===== config.mk =====
export PLATFORM = sky130hd
export DESIGN_NAME = code5_decoder
export DESIGN_NICKNAME = d
export VERILOG_FILES = /design/src/rtl/code5_decoder.sv
export SDC_FILE = /design/constraint.sdc
export NUM_CORES = 1
export LEC_CHECK = 0
export ABC_AREA = 1
export BUFFER_PORTS_ARGS = -buffer_cell sky130_fd_sc_hd__clkbuf_2
export CAP_MARGIN = 20
export CORE_ASPECT_RATIO = 1.25
export CORE_UTILIZATION = 53
export CTS_CLUSTER_SIZE = 25
export DETAILED_ROUTE_END_ITERATION = 8
export PLACE_DENSITY = 0.76
export SLEW_MARGIN = 5
export SYNTH_ARGS = -nofsm -noshare
export SYNTH_HDL_FRONTEND = slang
export SYNTH_SLANG_ARGS = --single-unit
export TNS_END_PERCENT = 10

===== constraint.sdc =====
create_clock -name clk -period 2.8 [get_ports clk]
set_clock_uncertainty 0.1 [all_clocks]
set_input_delay 0.7 -clock clk [delete_from_list [all_inputs] [get_ports clk]]
set_output_delay 0.7 -clock clk [all_outputs]
set_load 0.05 [all_outputs]

===== src/rtl/code5_decoder.sv =====
// code5_decoder: turns 5-bit offset-code words back into 4-bit two's-complement
// samples, flags illegal code words, and buffers up to two decoded words in a
// small skid FIFO behind valid/ready handshakes. It also keeps a saturating
// error count and a sticky error flag, both of which can be cleared.
module code5_decoder #(
    parameter int CNT_W = 8
) (
    input  logic             clk,
    input  logic             rst_n,
    input  logic             in_valid,
    output logic             in_ready,
    input  logic [4:0]       in_code,
    output logic             out_valid,
    input  logic             out_ready,
    output logic [3:0]       out_x,
    output logic             out_err,
    output logic [CNT_W-1:0] err_cnt,
    output logic             err_sticky,
    input  logic             clr_err
);

    // Returns {x[3:0], err}. Legal code bands are 0, 4..10 (x = 1..7) and
    // 22..29 (x = -8..-1); every other code is illegal and decodes to zero.
    function automatic logic [4:0] decode5(input logic [4:0] c);
        logic [4:0] t;
        logic [4:0] r;
        t = 5'd0;
        r = {4'b0000, 1'b1};
        if (c == 5'd0) begin
            r = 5'd0;
        end else if (c >= 5'd4 && c <= 5'd10) begin
            t = c - 5'd3;
            r = {t[3:0], 1'b0};
        end else if (c >= 5'd22 && c <= 5'd29) begin
            t = c + 5'd2;
            r = {t[3:0], 1'b0};
        end
        return r;
    endfunction

    // Increment that sticks at the all-ones value instead of wrapping.
    function automatic logic [CNT_W-1:0] sat_inc(input logic [CNT_W-1:0] v);
        logic [CNT_W-1:0] r;
        if (&v) r = v;
        else    r = v + CNT_W'(1);
        return r;
    endfunction

    logic [3:0]       mem_x_q   [0:1];
    logic             mem_err_q [0:1];
    logic             wr_ptr_q, wr_ptr_d;
    logic             rd_ptr_q, rd_ptr_d;
    logic [1:0]       count_q, count_d;
    logic             in_ready_q, in_ready_d;
    logic [CNT_W-1:0] err_cnt_q, err_cnt_d;
    logic             err_sticky_q, err_sticky_d;

    logic             push;
    logic             pop;
    logic             illegal_push;
    logic [4:0]       dec;

    assign dec          = decode5(in_code);
    assign push         = in_valid & in_ready_q;
    assign pop          = (count_q != 2'd0) & out_ready;
    assign illegal_push = push & dec[0];

    // Next-state for FIFO pointers/occupancy, registered in_ready and error tracking.
    always_comb begin
        wr_ptr_d     = wr_ptr_q ^ push;
        rd_ptr_d     = rd_ptr_q ^ pop;
        count_d      = count_q;
        err_cnt_d    = err_cnt_q;
        err_sticky_d = err_sticky_q;

        case ({push, pop})
            2'b10:   count_d = count_q + 2'd1;
            2'b01:   count_d = count_q - 2'd1;
            default: count_d = count_q;
        endcase

        // in_ready is derived from the next occupancy so it never looks at out_ready.
        in_ready_d = (count_d != 2'd2);

        // A clear coinciding with a new illegal word leaves that error counted.
        if (clr_err) begin
            err_cnt_d    = illegal_push ? CNT_W'(1) : '0;
            err_sticky_d = illegal_push;
        end else if (illegal_push) begin
            err_cnt_d    = sat_inc(err_cnt_q);
            err_sticky_d = 1'b1;
        end
    end

    // Control state with asynchronous reset; reset drops all buffered words.
    always_ff @(posedge clk or negedge rst_n) begin
        if (!rst_n) begin
            wr_ptr_q     <= 1'b0;
            rd_ptr_q     <= 1'b0;
            count_q      <= 2'd0;
            in_ready_q   <= 1'b1;
            err_cnt_q    <= '0;
            err_sticky_q <= 1'b0;
        end else begin
            wr_ptr_q     <= wr_ptr_d;
            rd_ptr_q     <= rd_ptr_d;
            count_q      <= count_d;
            in_ready_q   <= in_ready_d;
            err_cnt_q    <= err_cnt_d;
            err_sticky_q <= err_sticky_d;
        end
    end

    // FIFO storage; contents are only meaningful while occupancy covers them.
    always_ff @(posedge clk) begin
        if (push) begin
            mem_x_q[wr_ptr_q]   <= dec[4:1];
            mem_err_q[wr_ptr_q] <= dec[0];
        end
    end

    assign in_ready   = in_ready_q;
    assign out_valid  = (count_q != 2'd0);
    // Head data is masked while empty so stale storage never shows after reset.
    assign out_x      = out_valid ? mem_x_q[rd_ptr_q]   : 4'd0;
    assign out_err    = out_valid ? mem_err_q[rd_ptr_q] : 1'b0;
    assign err_cnt    = err_cnt_q;
    assign err_sticky = err_sticky_q;

endmodule


==> results.py, run 1 <==
metrics = {
    "detailed_routing": {
        "first_pass_iters": 4,
        "vias": 1195,
        "drcViolationCount": 0,
        "ant_nets": 0,
        "wl_um": 2780,
        "wl_per_cell_um": 11.8,
        "post_drt_via_cell_ratio": 5.06,
        "drtIter0Drc": 42,
    },
    "cts": {
        "cts_setup_buffers": 0,
        "clk_path_buf_depth": 2,
        "cts_resized": 0,
        "cts-root-buf": "clkbuf_4",
        "cts_num_sinks": 24,
        "path_clk_slew_ns": 0.13,
        "cts_made_buffers": 3,
        "cts_hold_buf": 0,
        "cts_tree": "done",
        "h-tree-depth": 1,
        "clkLatencyLatePin_ns": 0.31,
    },
    "die": {
        "core_area_um2": 2530,
        "die_w_um": 48.9,
        "die_h_um": 60.6,
        "initial_utilization_pct": 57.6,
        "die-area_um2": 2960,
        "rows": 20,
        "pin_count": 26,
    },
    "final_layout": {
        "num_antenna_cells": 0,
        "drive_above_1_share_pct": 20.2,
        "syn_to_final_growth_pct": 12.6,
        "nets": 225,
    },
    "timing": {
        "fmax_mhz": 442,
        "slew_violations": 0,
        "final.setup.tns_ns": 0,
        "rsz0062_at_grt": "no",
        "fin_crit_ns": 2.26,
        "slew_headroom_pct": 72.7,
        "min_period_over_period_pct": 80.9,
        "worstMarginPinSlew_ns": 0.409,
        "finalHoldViolations": 0,
        "finalSetupViolCount": 0,
    },
    "grt": {
        "grt_pass1_vias": 1124,
        "grt-ovfl-total": 0,
        "grt_first_pass_wirelength_um": 4710,
        "grt_antenna_before_repair": 0,
        "grt_usage_pct": 20.8,
        "grt_max_degree": 15,
    },
    "flow_run": {
        "maxCapViolations": 0,
    },
    "power": {
        "p_leak_nw": 0.837,
        "power_mw": 1.31,
        "power.density_nw_per_um2": 801,
        "max-vdd-ir-drop_mv": 0.570,
    },
    "critical_path": {
        "required_ns": 2.00,
        "end_kind": "primary output",
        "cp-startpoint": "rd_ptr_q$_DFF_PN0_",
        "crit_type": "flop to primary output",
        "rr_startpoint": "count_q[0]$_DFF_PN0_",
        "crit_arrival_ns": 1.46,
        "worstPathMaxFanout": 7,
        "critPathLaunchType": "flop",
    },
    "logic_synthesis": {
        "syn_area_um2": 1460,
        "synth.yosys.seq_area_share_pct": 44.8,
        "synth-warning-count": 0,
        "postSynthAreaPerCell_um2": 8.27,
        "synth.net_count": 197,
        "synthCells": 176,
        "yosys_register_bits": 24,
        "netlist.area_leader.share_pct": 22.4,
        "synth.top_cells.by_area": "dfrtp_1 (22%), edfxtp_1 (21%), nand2_1 (12%)",
        "synth_area_leader_cell": "dfrtp_1",
        "synth.distinct_cells": 26,
    },
    "placement": {
        "hpwlAfterDp_um": 2210,
        "globalplace.congestion": 0.862,
        "io_buffers": 25,
    },
    "hold_path": {
        "hp-class": "primary input to asynchronous set/reset pin",
    },
    "run_status": {
        "status": "finished clean",
    },
}
-- final cells by class --
type | instances | area [um2]
Inverter | 23 | 86.3
Clock buffer | 4 | 26.3
Multi-Input combinational cell | 127 | 708
Fill cell | 233 | 888
Sequential cell | 24 | 652
Timing Repair Buffer | 25 | 125
Tap cell | 33 | 41.3
-- path summary, 6_finish.rpt --
| check | endpoint | slack (ns) | depth (start not counted) |
|---|---|---|---|
| min in group clk | err_sticky$_DFFE_PN0P_ | 0.41 | 2 |
| max | out_x[1] | 0.54 | 4 |
| max in group asynchronous | in_ready$_DFF_PN1_ | 2.12 | 1 |
| min | count_q[0]$_DFF_PN0_ | 0.17 | 1 |
| max reg2reg | in_ready$_DFF_PN1_ | 0.91 | 7 |
| min reg2reg | err_sticky$_DFFE_PN0P_ | 0.41 | 2 |
-- sequential cells by signal, summed over array words and instances, names as in the netlist --
| name | flops |
|---|---|
| err_sticky | 1 |
| err_cnt | 8 |
| rd_ptr_q | 1 |
| mem_x_q | 8 |
| in_ready | 1 |
| count_q | 2 |
| wr_ptr_q | 1 |
| mem_err_q | 2 |
-- worst max-delay path, stage by stage, from the launching register on --
cell and delay (ns):
dfrtp_1 0.48, inv_1 0.16, nand2_1 0.06, a21oi_1 0.15, clkbuf_2 0.30
-- cells in the final DEF, fill, tap and decap left out, types with 2 or more instances in the layout --
cell	count
nand4_1	2
dfrtp_1	13
inv_1	22
nand2_2	4
xor2_1	2
nand3_1	23
clkbuf_4	3
o21ai_0	5
ha_1	11
clkbuf_2	25
xnor2_1	2
a21oi_1	11
nand2_1	45
nor2_1	13
edfxtp_1	10
-- per-layer routing --
metal	up-vias	track usage, %	share of wire (%)
li1	628	-	-
met3	4	2.76	3.0
met1	538	24.7	45
met4	0	9.66	1.1
met5	-	0	0
met2	25	38.1	51
-- cell usage after synthesis --
master,instances
ha_1,11
nand4_2,1
o21ai_0,5
inv_2,1
nand2_2,4
nand4_1,2
nor3b_1,1
nor2_1,13
nor3_2,1
nand2_1,45
nand3_1,23
inv_1,22
or2_2,1
a21oi_4,1
nor2_4,1
clkbuf_1,1
nand3_2,1
xor2_1,2
dfrtp_1,13
edfxtp_1,10
xnor2_1,2
a21oi_1,11
nor2_2,1
buf_2,1
nor3_1,1
dfstp_2,1
-- stage by stage --
stage               utilization, %  cell area (um2)  worst slack, ns  instances  hold slack [ns]
finish                        64.9             1640            0.535        236            0.171
global route                  64.9             1640            0.417        236            0.183
CTS                           64.9             1640            0.534        236            0.176
detailed placement            63.8             1610            0.611        232            0.377
global placement              63.8             1610            0.701        232            0.367
floorplan                        -             1460            0.563        176            0.304
-- power by group --
| group | switching, mW | total (mW) | internal, mW |
|---|---|---|---|
| Clock | 0.104 | 0.159 | 0.0556 |
| Combinational | 0.470 | 0.629 | 0.159 |
| Sequential | 0.0609 | 0.525 | 0.464 |
-- kinds of logic after synthesis --
kind of cell	share of synthesized area [%]
AOI/OAI and AO/OA	6.62
xor gates and xnor gates	2.41
adders and majority gates	9.46
buffers and inverters	6.53
DFF	44.8
and+or+nand+nor	30.2
(Power assumes the default switching activity.)
==> run 2, diff against run 1 <==
==> constraint.sdc (replaced) <==
create_clock -name clk -period 2.2 [get_ports clk]
set_clock_uncertainty 0.1 [all_clocks]
set_input_delay 0.55 -clock clk [delete_from_list [all_inputs] [get_ports clk]]
set_output_delay 0.55 -clock clk [all_outputs]
set_load 0.05 [all_outputs]
==> results.py, run 2 (synthesis results as in run 1) <==
metrics = {
    "run_status": {
        "status": "finished clean",
    },
    "power": {
        "max-vdd-ir-drop_mv": 0.724,
        "p_leak_nw": 0.847,
        "power_mw": 1.69,
        "power.density_nw_per_um2": 1020,
    },
    "cts": {
        "cts_setup_buffers": 0,
        "cts_hold_buf": 0,
        "path_clk_slew_ns": 0.14,
        "cts_made_buffers": 3,
        "clkLatencyLatePin_ns": 0.31,
        "h-tree-depth": 1,
        "cts-root-buf": "clkbuf_4",
        "cts_num_sinks": 24,
        "clk_path_buf_depth": 2,
        "cts_tree": "done",
    },
    "grt": {
        "grt_pass1_vias": 1121,
        "met3_usage_pct": 2.76,
        "grt_util_met2_pct": 39.5,
        "grt_max_degree": 15,
        "busiest_layer": "met2",
        "grt_antenna_before_repair": 0,
        "grt_first_pass_wirelength_um": 4700,
        "grt_usage_pct": 21.0,
        "grt-ovfl-total": 0,
        "use_met1_pct": 23.7,
    },
    "timing": {
        "worst_slack_ns": 0.0946,
        "finalHoldViolations": 0,
        "slew_violations": 0,
        "min_period_over_period_pct": 95.7,
        "fin_crit_ns": 2.11,
        "hold-worst-slack_ns": 0.0188,
        "final.setup.tns_ns": 0,
        "fmax_mhz": 475,
        "finalSetupViolCount": 0,
        "worstMarginPinSlew_ns": 0.371,
        "rsz0062_at_grt": "no",
        "slew_headroom_pct": 75.3,
    },
    "critical_path": {
        "required_ns": 1.55,
        "worst-r2r-setup-slack_ns": 0.44,
        "end_kind": "primary output",
        "critPathLaunchType": "flop",
        "worstPathMaxFanout": 7,
        "crit_arrival_ns": 1.46,
        "crit_type": "flop to primary output",
    },
    "final_layout": {
        "drive_above_1_share_pct": 21.5,
        "mostFrequentLayoutCells": "nand2_1 (45), clkbuf_2 (25), nand3_1 (23)",
        "syn_to_final_growth_pct": 13.8,
        "nets": 227,
        "multi_input_area_um2": 711,
        "seq_area_um2": 652,
        "num_antenna_cells": 0,
        "final_common_cell": "nand2_1",
        "fillers": 222,
    },
    "die": {
        "die_w_um": 48.9,
        "initial_utilization_pct": 57.6,
        "rows": 20,
        "die-area_um2": 2960,
        "pin_count": 26,
        "die_h_um": 60.6,
        "core_area_um2": 2530,
    },
    "flow_run": {
        "maxCapViolations": 0,
    },
    "detailed_routing": {
        "drcViolationCount": 0,
        "post_drt_via_cell_ratio": 5.14,
        "wl_per_cell_um": 12.0,
        "ant_nets": 0,
        "drtIter0Drc": 38,
        "first_pass_iters": 4,
        "vias": 1223,
        "wl_um": 2860,
    },
    "hold_path": {
        "hp-class": "primary input to asynchronous set/reset pin",
    },
    "placement": {
        "post-place-ws_ns": 0.150,
        "hpwlAfterDp_um": 2260,
        "io_buffers": 25,
        "globalplace.congestion": 0.883,
    },
}
run 2: path summary, 6_finish.rpt:
kind / start / endpoint / cells after the start
min in group clk: err_sticky$_DFFE_PN0P_ / err_sticky$_DFFE_PN0P_ / 2
worst min register to register: err_sticky$_DFFE_PN0P_ / err_sticky$_DFFE_PN0P_ / 2
worst max-delay path: rd_ptr_q$_DFF_PN0_ / out_x[1] / 4
max in group asynchronous: rst_n / in_ready$_DFF_PN1_ / 1
worst min-delay path: rst_n / err_cnt[6]$_DFFE_PN0P_ / 1
worst max register to register: count_q[0]$_DFF_PN0_ / in_ready$_DFF_PN1_ / 7
run 2: cell type report:
type	count	area share, %
Tap cell	33	2.49
Timing Repair Buffer	27	8.46
Clock buffer	4	1.59
Multi-Input combinational cell	127	42.9
Sequential cell	24	39.4
Inverter	23	5.21
run 2: critical path, cell delays in order, from the launching register on:
cell	delay [ns]
dfrtp_1	0.48
inv_1	0.16
nand2_1	0.07
a21oi_1	0.14
clkbuf_2	0.30
run 2: where the power goes:
group	internal [mW]	switching (mW)
logic	0.218	0.605
registers	0.591	0.0785
clock network	0.0708	0.130
total	0.880	0.813
run 2: timing repair:
item,in CTS,in global routing
gates resized for setup,0,1
endpoints found under the setup margin,0,1
hold endpoints to repair,0,0
run 2: layer usage:
metal / vias to the layer above / part of all wire [%]
li1: 631 / -
met1: 562 / 44
met2: 28 / 53
met3: 2 / 2.7
met4: 0 / 0.66
met5: - / 0
run 2: metrics by stage:
stage	cells	area [um2]	util, %
after global routing	238	1660	65.5
after global placement	234	1630	64.4
final	238	1660	65.5
after detailed placement	234	1630	64.4
after CTS	238	1650	65.4
after floorplan	176	1460	-
